### src/rtl/csr_trap_unit_pkg.sv
// Shared definitions for the machine-mode CSR / trap unit.
// Contents: CSR address map, exception and interrupt cause codes,
// mstatus/mie/mip bit positions, FSM state encoding and small CSR field structs.
package csr_trap_unit_pkg;

  // Low counter half is always a full 32-bit CSR.
  localparam int unsigned CNT_LO_W = 32;
  localparam int unsigned CAUSE_W  = 4;

  // Machine-mode CSR addresses
  localparam logic [11:0] CSR_MSTATUS   = 12'h300;
  localparam logic [11:0] CSR_MIE       = 12'h304;
  localparam logic [11:0] CSR_MTVEC     = 12'h305;
  localparam logic [11:0] CSR_MEPC      = 12'h341;
  localparam logic [11:0] CSR_MCAUSE    = 12'h342;
  localparam logic [11:0] CSR_MIP       = 12'h344;
  localparam logic [11:0] CSR_MCYCLE    = 12'hB00;
  localparam logic [11:0] CSR_MINSTRET  = 12'hB02;
  localparam logic [11:0] CSR_MCYCLEH   = 12'hB80;
  localparam logic [11:0] CSR_MINSTRETH = 12'hB82;

  // Cause codes
  localparam logic [CAUSE_W-1:0] EXC_ILLEGAL = 4'd2;
  localparam logic [CAUSE_W-1:0] EXC_EBREAK  = 4'd3;
  localparam logic [CAUSE_W-1:0] EXC_ECALL   = 4'd11;
  localparam logic [CAUSE_W-1:0] INT_TIMER   = 4'd7;
  localparam logic [CAUSE_W-1:0] INT_EXT     = 4'd11;

  // Bit positions inside mstatus / mie / mip
  localparam int unsigned MSTATUS_MIE_BIT  = 3;
  localparam int unsigned MSTATUS_MPIE_BIT = 7;
  localparam int unsigned MIE_MTIE_BIT     = 7;
  localparam int unsigned MIE_MEIE_BIT     = 11;
  localparam int unsigned MIP_MTIP_BIT     = 7;
  localparam int unsigned MIP_MEIP_BIT     = 11;

  typedef enum logic [0:0] {
    ST_IDLE  = 1'b0,
    ST_FLUSH = 1'b1
  } state_e;

  typedef struct packed {
    logic mpie;
    logic mie;
  } mstatus_t;

  typedef struct packed {
    logic meie;
    logic mtie;
  } mie_t;

endpackage

### src/rtl/csr_trap_unit_counter.sv
// csr_counter: CNT_WIDTH free-running counter with per-half CSR write ports.
// Ports: clk_i, rst_i (sync, active-low), incr_i (count enable),
//        we_lo_i / we_hi_i (replace low/high half with wdata_i),
//        wdata_i (32-bit write data), value_o (registered count).
// A write to either half suppresses the increment for that cycle.
module csr_counter
  import csr_trap_unit_pkg::*;
#(
  parameter int unsigned CNT_WIDTH = 64
) (
  input  logic                 clk_i,
  input  logic                 rst_i,
  input  logic                 incr_i,
  input  logic                 we_lo_i,
  input  logic                 we_hi_i,
  input  logic [CNT_LO_W-1:0]  wdata_i,
  output logic [CNT_WIDTH-1:0] value_o
);

  localparam int unsigned HI_W = CNT_WIDTH - CNT_LO_W;

  logic [CNT_WIDTH-1:0] value_n;

  // Next count: increment unless software is overwriting a half.
  always_comb begin
    value_n = value_o + CNT_WIDTH'(incr_i);
    if (we_lo_i || we_hi_i) begin
      value_n = value_o;
    end
    if (we_lo_i) begin
      value_n[CNT_LO_W-1:0] = wdata_i;
    end
    if (we_hi_i) begin
      value_n[CNT_WIDTH-1:CNT_LO_W] = wdata_i[HI_W-1:0];
    end
  end

  always_ff @(posedge clk_i) begin
    if (!rst_i) begin
      value_o <= '0;
    end else begin
      value_o <= value_n;
    end
  end

endmodule

### src/rtl/csr_trap_unit.sv
// csr_trap_unit: machine-mode CSR file with counters, trap entry, MRET and
// timer/external interrupts. Issues a one-cycle redirect on every trap/return.
// Ports: clk_i, rst_i (sync, active-low);
//        raddr_i/rdata_o  exe-stage combinational read (with wb write bypass);
//        we_i/waddr_i/wdata_i  wb-stage CSR write;
//        instret_incr_i   retire strobe for minstret;
//        exc_i/exc_cause_i/exc_pc_i, mret_i  wb-stage trap events;
//        irq_timer_i/irq_ext_i  level interrupt lines;
//        redirect_o/redirect_pc_o  registered flush pulse and target PC.
module csr_trap_unit
  import csr_trap_unit_pkg::*;
#(
  parameter int unsigned          DATA_WIDTH     = 32,
  parameter int unsigned          CSR_ADDR_WIDTH = 12,
  parameter int unsigned          CNT_WIDTH      = 64,
  parameter logic [DATA_WIDTH-1:0] MTVEC_RESET   = 32'h0
) (
  input  logic                      clk_i,
  input  logic                      rst_i,
  input  logic [CSR_ADDR_WIDTH-1:0] raddr_i,
  output logic [DATA_WIDTH-1:0]     rdata_o,
  input  logic                      we_i,
  input  logic [CSR_ADDR_WIDTH-1:0] waddr_i,
  input  logic [DATA_WIDTH-1:0]     wdata_i,
  input  logic                      instret_incr_i,
  input  logic                      exc_i,
  input  logic [3:0]                exc_cause_i,
  input  logic [DATA_WIDTH-1:0]     exc_pc_i,
  input  logic                      mret_i,
  input  logic                      irq_timer_i,
  input  logic                      irq_ext_i,
  output logic                      redirect_o,
  output logic [DATA_WIDTH-1:0]     redirect_pc_o
);

  localparam int unsigned CNT_HI_W = CNT_WIDTH - CNT_LO_W;
  localparam logic [DATA_WIDTH-1:0] LOW2_MASK = ~DATA_WIDTH'(3);

  localparam logic [CSR_ADDR_WIDTH-1:0] A_MSTATUS   = CSR_ADDR_WIDTH'(CSR_MSTATUS);
  localparam logic [CSR_ADDR_WIDTH-1:0] A_MIE       = CSR_ADDR_WIDTH'(CSR_MIE);
  localparam logic [CSR_ADDR_WIDTH-1:0] A_MTVEC     = CSR_ADDR_WIDTH'(CSR_MTVEC);
  localparam logic [CSR_ADDR_WIDTH-1:0] A_MEPC      = CSR_ADDR_WIDTH'(CSR_MEPC);
  localparam logic [CSR_ADDR_WIDTH-1:0] A_MCAUSE    = CSR_ADDR_WIDTH'(CSR_MCAUSE);
  localparam logic [CSR_ADDR_WIDTH-1:0] A_MIP       = CSR_ADDR_WIDTH'(CSR_MIP);
  localparam logic [CSR_ADDR_WIDTH-1:0] A_MCYCLE    = CSR_ADDR_WIDTH'(CSR_MCYCLE);
  localparam logic [CSR_ADDR_WIDTH-1:0] A_MINSTRET  = CSR_ADDR_WIDTH'(CSR_MINSTRET);
  localparam logic [CSR_ADDR_WIDTH-1:0] A_MCYCLEH   = CSR_ADDR_WIDTH'(CSR_MCYCLEH);
  localparam logic [CSR_ADDR_WIDTH-1:0] A_MINSTRETH = CSR_ADDR_WIDTH'(CSR_MINSTRETH);

  state_e                state_q, state_n;
  mstatus_t              mstatus_q;
  mie_t                  mie_q;
  logic [DATA_WIDTH-1:0] mtvec_q;
  logic [DATA_WIDTH-1:0] mepc_q;
  logic [DATA_WIDTH-1:0] mcause_q;
  logic [CNT_WIDTH-1:0]  mcycle_val;
  logic [CNT_WIDTH-1:0]  minstret_val;

  logic                  redirect_n;
  logic [DATA_WIDTH-1:0] redirect_pc_n;
  logic                  take_exc, take_mret, take_int;
  logic                  int_req;
  logic [3:0]            int_cause;
  logic [DATA_WIDTH-1:0] mtvec_base;
  logic [DATA_WIDTH-1:0] mcause_trap;
  logic [DATA_WIDTH-1:0] view_data;
  logic [DATA_WIDTH-1:0] wr_data;
  logic                  wr_ok;

  // Write-port decode
  logic wr_mstatus, wr_mie, wr_mtvec, wr_mepc, wr_mcause;
  logic wr_mcycle, wr_mcycleh, wr_minstret, wr_minstreth;

  assign wr_mstatus   = we_i && (waddr_i == A_MSTATUS);
  assign wr_mie       = we_i && (waddr_i == A_MIE);
  assign wr_mtvec     = we_i && (waddr_i == A_MTVEC);
  assign wr_mepc      = we_i && (waddr_i == A_MEPC);
  assign wr_mcause    = we_i && (waddr_i == A_MCAUSE);
  assign wr_mcycle    = we_i && (waddr_i == A_MCYCLE);
  assign wr_mcycleh   = we_i && (waddr_i == A_MCYCLEH);
  assign wr_minstret  = we_i && (waddr_i == A_MINSTRET);
  assign wr_minstreth = we_i && (waddr_i == A_MINSTRETH);

  // Storage form of a write: field masks, mtvec mode legalisation, mepc alignment.
  // wr_ok flags addresses that actually hold state (eligible for bypass).
  always_comb begin
    wr_data = '0;
    wr_ok   = 1'b1;
    case (waddr_i)
      A_MSTATUS: begin
        wr_data[MSTATUS_MIE_BIT]  = wdata_i[MSTATUS_MIE_BIT];
        wr_data[MSTATUS_MPIE_BIT] = wdata_i[MSTATUS_MPIE_BIT];
      end
      A_MIE: begin
        wr_data[MIE_MTIE_BIT] = wdata_i[MIE_MTIE_BIT];
        wr_data[MIE_MEIE_BIT] = wdata_i[MIE_MEIE_BIT];
      end
      A_MTVEC: begin
        // Modes 2/3 are reserved and collapse to direct.
        wr_data    = wdata_i & LOW2_MASK;
        wr_data[0] = (wdata_i[1:0] == 2'b01);
      end
      A_MEPC:                  wr_data = wdata_i & LOW2_MASK;
      A_MCAUSE:                wr_data = wdata_i;
      A_MCYCLE, A_MINSTRET:    wr_data = DATA_WIDTH'(wdata_i[CNT_LO_W-1:0]);
      A_MCYCLEH, A_MINSTRETH:  wr_data = DATA_WIDTH'(wdata_i[CNT_HI_W-1:0]);
      default:                 wr_ok   = 1'b0;
    endcase
  end

  // Architectural read view of the stored state.
  always_comb begin
    view_data = '0;
    case (raddr_i)
      A_MSTATUS: begin
        view_data[MSTATUS_MIE_BIT]  = mstatus_q.mie;
        view_data[MSTATUS_MPIE_BIT] = mstatus_q.mpie;
      end
      A_MIE: begin
        view_data[MIE_MTIE_BIT] = mie_q.mtie;
        view_data[MIE_MEIE_BIT] = mie_q.meie;
      end
      A_MTVEC:     view_data = mtvec_q;
      A_MEPC:      view_data = mepc_q;
      A_MCAUSE:    view_data = mcause_q;
      A_MIP: begin
        view_data[MIP_MTIP_BIT] = irq_timer_i;
        view_data[MIP_MEIP_BIT] = irq_ext_i;
      end
      A_MCYCLE:    view_data = DATA_WIDTH'(mcycle_val[CNT_LO_W-1:0]);
      A_MCYCLEH:   view_data = DATA_WIDTH'(mcycle_val[CNT_WIDTH-1:CNT_LO_W]);
      A_MINSTRET:  view_data = DATA_WIDTH'(minstret_val[CNT_LO_W-1:0]);
      A_MINSTRETH: view_data = DATA_WIDTH'(minstret_val[CNT_WIDTH-1:CNT_LO_W]);
      default:     view_data = '0;
    endcase
  end

  // Exe read with same-cycle wb bypass.
  always_comb begin
    rdata_o = view_data;
    if (we_i && wr_ok && (waddr_i == raddr_i)) begin
      rdata_o = wr_data;
    end
  end

  // Interrupt arbitration: external beats timer.
  assign int_req    = mstatus_q.mie &&
                      ((mie_q.meie && irq_ext_i) || (mie_q.mtie && irq_timer_i));
  assign int_cause  = (mie_q.meie && irq_ext_i) ? INT_EXT : INT_TIMER;
  assign mtvec_base = mtvec_q & LOW2_MASK;

  always_comb begin
    mcause_trap                 = '0;
    mcause_trap[DATA_WIDTH-1]   = take_int;
    mcause_trap[3:0]            = take_int ? int_cause : exc_cause_i;
  end

  // Next-state / redirect logic; events are only accepted in IDLE.
  always_comb begin
    state_n       = state_q;
    redirect_n    = 1'b0;
    redirect_pc_n = redirect_pc_o;
    take_exc      = 1'b0;
    take_mret     = 1'b0;
    take_int      = 1'b0;
    case (state_q)
      ST_IDLE: begin
        if (exc_i) begin
          take_exc = 1'b1;
        end else if (mret_i) begin
          take_mret = 1'b1;
        end else if (int_req) begin
          take_int = 1'b1;
        end
        if (take_exc || take_mret || take_int) begin
          state_n    = ST_FLUSH;
          redirect_n = 1'b1;
        end
        if (take_exc) begin
          redirect_pc_n = mtvec_base;
        end else if (take_mret) begin
          redirect_pc_n = mepc_q;
        end else if (take_int) begin
          redirect_pc_n = mtvec_q[0] ? mtvec_base + (DATA_WIDTH'(int_cause) << 2)
                                     : mtvec_base;
        end
      end
      ST_FLUSH: state_n = ST_IDLE;
      default:  state_n = ST_IDLE;
    endcase
  end

  always_ff @(posedge clk_i) begin
    if (!rst_i) begin
      state_q       <= ST_IDLE;
      redirect_o    <= 1'b0;
      redirect_pc_o <= '0;
    end else begin
      state_q       <= state_n;
      redirect_o    <= redirect_n;
      redirect_pc_o <= redirect_pc_n;
    end
  end

  // CSR storage; trap/MRET updates are placed last so they override software writes.
  always_ff @(posedge clk_i) begin
    if (!rst_i) begin
      mstatus_q <= '0;
      mie_q     <= '0;
      mtvec_q   <= MTVEC_RESET;
      mepc_q    <= '0;
      mcause_q  <= '0;
    end else begin
      if (wr_mstatus) begin
        mstatus_q.mie  <= wdata_i[MSTATUS_MIE_BIT];
        mstatus_q.mpie <= wdata_i[MSTATUS_MPIE_BIT];
      end
      if (wr_mie) begin
        mie_q.mtie <= wdata_i[MIE_MTIE_BIT];
        mie_q.meie <= wdata_i[MIE_MEIE_BIT];
      end
      if (wr_mtvec)  mtvec_q  <= wr_data;
      if (wr_mepc)   mepc_q   <= wr_data;
      if (wr_mcause) mcause_q <= wr_data;

      if (take_exc || take_int) begin
        mepc_q         <= exc_pc_i & LOW2_MASK;
        mcause_q       <= mcause_trap;
        mstatus_q.mpie <= mstatus_q.mie;
        mstatus_q.mie  <= 1'b0;
      end
      if (take_mret) begin
        mstatus_q.mie  <= mstatus_q.mpie;
        mstatus_q.mpie <= 1'b1;
      end
    end
  end

  csr_counter #(.CNT_WIDTH(CNT_WIDTH)) u_mcycle (
    .clk_i   (clk_i),
    .rst_i   (rst_i),
    .incr_i  (1'b1),
    .we_lo_i (wr_mcycle),
    .we_hi_i (wr_mcycleh),
    .wdata_i (wdata_i[CNT_LO_W-1:0]),
    .value_o (mcycle_val)
  );

  csr_counter #(.CNT_WIDTH(CNT_WIDTH)) u_minstret (
    .clk_i   (clk_i),
    .rst_i   (rst_i),
    .incr_i  (instret_incr_i),
    .we_lo_i (wr_minstret),
    .we_hi_i (wr_minstreth),
    .wdata_i (wdata_i[CNT_LO_W-1:0]),
    .value_o (minstret_val)
  );

endmodule

### config.mk
export PLATFORM = sky130hd
export DESIGN_NAME = csr_trap_unit
export DESIGN_NICKNAME = d
export VERILOG_FILES = /design/src/rtl/csr_trap_unit_pkg.sv /design/src/rtl/csr_trap_unit_counter.sv /design/src/rtl/csr_trap_unit.sv
export SDC_FILE = /design/constraint.sdc
export NUM_CORES = 1
export LEC_CHECK = 0
export BUFFER_PORTS_ARGS = -buffer_cell sky130_fd_sc_hd__buf_2
export CAP_MARGIN = 20
export CORE_AREA = 8 8 147 204
export DETAILED_ROUTE_END_ITERATION = 7
export DIE_AREA = 0 0 155 212
export PLACE_DENSITY = 0.86
export SETUP_SLACK_MARGIN = 0.1
export SYNTH_ARGS = -nofsm -noshare
export SYNTH_HDL_FRONTEND = slang
export SYNTH_HIERARCHICAL = 1
export SYNTH_SLANG_ARGS = --single-unit
export TNS_END_PERCENT = 1
### constraint.sdc
create_clock -name clk_i -period 3.9 [get_ports clk_i]
set_input_delay 0.39 -clock clk_i [delete_from_list [all_inputs] [get_ports clk_i]]
set_output_delay 0.39 -clock clk_i [all_outputs]
set_load 0.01 [all_outputs]
==> results of run 1 <==
worst max-delay path, cell delays in order:
cell and delay, ns:
buf_2 0.31, xnor2_1 0.17, nand3_1 0.09, nor4_1 0.64, o31a_1 0.24, buf_4 0.38
mux2i_1 0.42, buf_2 0.22
flip-flops by register name (all words and copies together), names as in the netlist:
register and count:
mstatus_q 2, mepc_q 32, u_mcycle/value_o 64, redirect_o 1, u_minstret/value_o 64, mcause_q 32
redirect_pc_o 32, mtvec_q 32, mie_q 2
power groups by stage:
stage	Sequential [uW]	Clock (uW)	Combinational, uW
6_report	2780	2910	582
5_1_grt	2780	3000	613
4_1_cts	2780	2900	559
3_5_place_dp	2840	0	554
3_3_place_gp	2840	0	542
2_1_floorplan	2820	0	297
cells by family after synthesis:
logic type / after synthesis / synth area share
compound gates: 611 / 0.2355
xor+xnor: 76 / 0.03854
fa+ha+maj: 5 / 0.003622
buf+inv: 216 / 0.05484
flops: 261 / 0.3025
mux: 104 / 0.06839
other cells: 1 / 0.0002171
simple gates: 935 / 0.2964
path summary, 6_finish.rpt:
kind,end,start,slack (ns)
max,rdata_o[19],raddr_i[1],0.61
min,mepc_q[4],exc_pc_i[4],0.12
max reg2reg,u_mcycle/value_o[22],u_mcycle/value_o[0],0.62
min reg2reg,mcause_q[14],mcause_q[14],0.45
cell usage in the layout, fill, tap and decap left out, types with 29 or more instances in the layout:
| cell type | n |
|---|---|
| a211oi_1 | 52 |
| a21oi_1 | 128 |
| a311oi_1 | 35 |
| a31oi_1 | 41 |
| and3_1 | 31 |
| and4_1 | 37 |
| buf_2 | 161 |
| buf_4 | 59 |
| clkbuf_16 | 29 |
| dfxtp_1 | 261 |
| mux2i_1 | 82 |
| nand2_1 | 290 |
| nand3_1 | 109 |
| nand4_1 | 58 |
| nor2_1 | 124 |
| nor3_1 | 62 |
| nor4_1 | 40 |
| o21ai_0 | 148 |
| xnor2_1 | 50 |
area by class of cell:
| class | count | area, um2 | area share |
|---|---|---|---|
| multi-input combinational | 1732 | 11150 | 0.5805 |
| tap | 370 | 462.9 | 0.02410 |
| clock buffer | 43 | 868.3 | 0.04521 |
| clock inverter | 9 | 131.4 | 0.006840 |
| sequential | 261 | 5225 | 0.2721 |
| timing repair buffer | 221 | 1256 | 0.06541 |
| inverter | 30 | 112.6 | 0.005863 |
routing by layer:
layer | global-route usage | vias to the layer above
met3 | 0.09439 | 390
met5 | 0 | -
met1 | 0.4711 | 9069
li1 | - | 8497
met2 | 0.7117 | 1576
met4 | 0.3318 | 0
per-stage QoR:
step | instance area, um2 | worst slack (ns) | hold WS [ns] | std cells | utilization
final | 19210 | 0.6081 | 0.1215 | 2666 | 0.7083
after global routing | 19210 | 0.5230 | 0.1312 | 2666 | 0.7083
after CTS | 19190 | 0.6892 | 0.1140 | 2664 | 0.7077
after detailed placement | 18190 | 0.5728 | 0.4444 | 2612 | 0.6709
after global placement | 18190 | 0.6643 | 0.4379 | 2612 | 0.6709
after floorplan | 17270 | 1.220 | 0.4314 | 2209 | -
==> impl_metrics.toml, run 1 <==
[outcome]
status = "complete, no violations"

[drt]
antenna_left = 0
vias = 19530
wl_met2_um = 34000
drt-met1-wl_um = 24460
drtPass1Iterations = 8
drcViolationCount = 0
drtIter0Drc = 2863
routed_wl_um = 73460
top_layer = "met4"
via_per_inst = 7.326
met3_length_um = 8828
wl_per_cell_um = 27.56

[sta]
grt_setup_unrepaired = "no"
tightest_slew_ns = 1.050
hold_viol = 0
period_share = 0.8441
setup_violations = 0
tns_ns = 0
report.final.slew_viol_count = 0
finalClockSkew_ns = 0.02890
fmax_mhz = 303.8
slew_headroom = 0.2952
fin_crit_ns = 3.292

[power_and_ir_drop]
leakage_uw = 0.006443
finalPower_uw = 6274
p_clk_frac = 0.464
pwr-share-comb = 0.093
p_per_area_nw_per_um2 = 326.6
p_int_uw = 4632
seqPwrFrac = 0.443
switching_share = 0.2616
ir_worst_vdd_uv = 320.9
switchingPower_uw = 1641

[clock_tree]
cts-buffers-inserted = 28
post_cts_buffers = 0
cts_tree = "yes"
clockRootBuffer = "clkbuf_16"
cts_resized = 0
clk_latency_ns = 0.58
cts.path.max_buffers = 3
cts_hold_buf = 0
path_clk_slew_ns = 0.06
clock-sinks = 261
htreeDepth = 1

[finish]
nFillCells = 2188
layout-drive-gt1-share = 0.1546
areaGrowthSynthToFinish_pct = 11.20
fin_nets = 2379
n_antenna_cell = 0

[floorplan]
die_h_um = 212
die_x_um = 155
design.die.area_um2 = 32860
core_um2 = 27120
num_rows = 72
initial_core_util = 0.6370
num_io_pins = 165

[placement]
io_buffers = 162
place_congestion = 1.019
hpwlAfterDp_um = 53660

[flow_run]
cap_violations = 0

[grt]
overflow = 0
grt_pass1_wl_um = 109200
antenna_found_initial = 3
track_usage = 0.4282
grt_max_degree = 67
grt_pass1_vias = 18390

[synthesis]
synth.most_common_cell = "nand2_1"
synthTopCellsByArea = "dfxtp_1 (30%), nand2_1 (6.3%), mux2i_1 (4.8%)"
ys_seq_area_frac = 0.3025
netlist_area_um2 = 17270
avgSynthCellArea_um2 = 7.819
async_flop_share = 0
netlist_top_cells_count = "nand2_1 (290), dfxtp_1 (261), o21ai_0 (148)"
yosysTopAreaCell = "dfxtp_1"
ys_ff_latch = 261
yosysWarnings = 6
syn_nets = 2314
synthCells = 2209
synth-edff-count = 0
synthDistinctLibCells = 94
synth_ff_type = "dfxtp_1"
yosys.area.top_type_share = 0.3025

[setup_path]
crit_type = "in -> out"
critical_path.max_fanout = 23
startpoint_type = "input pin"
endpoint_kind = "output pin"
cp_data_arrival_time_ns = 2.90
crit_required_ns = 3.51
ff2ff_path_depth = 7

[worst_hold_path]
hold_path_depth = 3
min_path_type = "in -> reg"
Power figures use the tool's default switching activity.
==> run 2: changes to the inputs <==
Settings changed: CORE_AREA 8 8 147 204 to 8 8 152 211, DIE_AREA 0 0 155 212 to 0 0 160 219, PLACE_DENSITY 0.86 to 0.81.
Clock period 3.9 ns to 3.4 ns, I/O delays scaled along.
==> impl_metrics.toml, run 2 (synthesized netlist as in run 1, its figures left out) <==
[outcome]
status = "complete, no violations"

[grt]
antenna_found_initial = 1
grt_pass1_wl_um = 108300
grt_pass1_vias = 18170
track_usage = 0.3933
grt_max_degree = 57
overflow = 0

[drt]
vias = 19410
routed_wl_um = 72740
drcViolationCount = 0
drtPass1Iterations = 6
antenna_left = 0
via_per_inst = 7.211
wl_per_cell_um = 27.03
drtIter0Drc = 2662

[sta]
fin_crit_ns = 3.007
report.final.slew_viol_count = 0
fmax_mhz = 332.5
slew_headroom = 0.3552
finalClockSkew_ns = 0.01149
postLayoutSetupSlackWorst_ns = 0.3929
tightest_slew_ns = 0.9672
setup_violations = 0
period_share = 0.8844
hold_viol = 0
tns_ns = 0
grt_setup_unrepaired = "no"

[placement]
place_congestion = 1.013
hpwlAfterDp_um = 53190
dp_cells = 2641
io_buffers = 162
pre_cts_ws_ns = 0.2975

[setup_path]
crit_required_ns = 3.06
cp_data_arrival_time_ns = 2.67
crit_top_cell = "buf_2"
startpoint_type = "input pin"
rrSetupSlack_ns = 0.63
cp_slowest_cell = "or4b_2"
crit_type = "in -> out"
path_cells = "buf_2 > or4b_2 > nor3_4 > buf_4 > o2bb2ai_1 > a211oi_1 > mux2i_1 > buf_2"
max_stage_delay_ns = 0.80
endpoint_kind = "output pin"
critical_path.max_fanout = 15

[power_and_ir_drop]
leakage_uw = 0.006502
ir_worst_vdd_uv = 451.1
p_per_area_nw_per_um2 = 360.9
p_int_uw = 5063
pwr-share-comb = 0.096
seqPwrFrac = 0.458
p_clk_frac = 0.446
finalPower_uw = 6959
switchingPower_uw = 1897
switching_share = 0.2725

[finish]
final_common_cell = "nand2_1"
layoutNonFillerInstCount = 2691
areaGrowthSynthToFinish_pct = 11.66
n_antenna_cell = 0
final_cell_mix = "nand2_1 (290), dfxtp_1 (261), buf_2 (161)"
layout-drive-gt1-share = 0.1618
reg.largest.list = "u_mcycle/value_o (64), u_minstret/value_o (64)"
fin_nets = 2396
nFillCells = 2527
register_area_um2 = 5225
post-route-util = 0.6676
multi_input_area_um2 = 11150

[floorplan]
design.die.area_um2 = 35040
die_h_um = 219
num_io_pins = 165
num_rows = 74
die_x_um = 160
core_um2 = 28890
initial_core_util = 0.5979

[clock_tree]
cts.path.max_buffers = 3
clk_latency_ns = 0.56
clock-sinks = 261
htreeDepth = 1
cts_hold_buf = 0
cts-buffers-inserted = 27
clockRootBuffer = "clkbuf_16"
cts_tree = "yes"
post_cts_buffers = 0
cts_resized = 0
path_clk_slew_ns = 0.07

[worst_hold_path]
min_path_type = "in -> reg"

[flow_run]
cap_violations = 0
[run 2: cell count changes in the layout (fill, tap and decap cells not counted), sizes merged]
cell      change
buf          +19
clkbuf       -11
clkinv        +5
inv           +2
bufinv        -1
clkinvlp      +1
[run 2: worst paths after layout]
kind                              startpoint                 to  cells after the start
worst max-delay path              raddr_i[5]        rdata_o[18]                      8
worst min-delay path             exc_pc_i[4]          mepc_q[4]                      3
worst max register to register    mtvec_q[2]  redirect_pc_o[10]                      8
worst min register to register  mcause_q[17]       mcause_q[17]                      2
[run 2: cell type report]
cell class / count / area share
clock inverters: 16 / 0.008239
well taps: 380 / 0.02465
inverters: 30 / 0.005839
clock buffers: 33 / 0.03880
flip-flops and latches: 261 / 0.2709
multi-input cells: 1732 / 0.5781
repair buffers: 239 / 0.07344
[run 2: metal layers]
layer | part of all wire | wire length, um | GRT usage
met5 | 0.00016 | 12 | 0
met4 | 0.081 | 5926 | 0.2948
met3 | 0.11 | 7879 | 0.07013
met2 | 0.46 | 33820 | 0.6566
met1 | 0.35 | 25100 | 0.4457
[run 2: stage by stage]
step / cell area [um2] / hold slack [ns]
floorplan: 17270 / 0.4314
global placement: 18370 / 0.4379
detailed placement: 18370 / 0.4440
CTS: 19280 / 0.06121
global route: 19290 / 0.06304
finish: 19290 / 0.06251
[run 2: power by group through the flow]
stage | combinational (uW) | clock, uW | sequential [uW]
2_1_floorplan | 341 | 0 | 3240
3_3_place_gp | 631 | 0 | 3250
3_5_place_dp | 642 | 0 | 3250
4_1_cts | 645 | 3100 | 3180
5_1_grt | 704 | 3230 | 3190
6_report | 669 | 3100 | 3190
[run 2: critical path: cells and delay by family]
kind	cells	cell delay (ns)
muxes	1	0.31
AOI/OAI and AO/OA	2	0.39
and+or+nand+nor	2	0.99
buffers and inverters	3	0.62
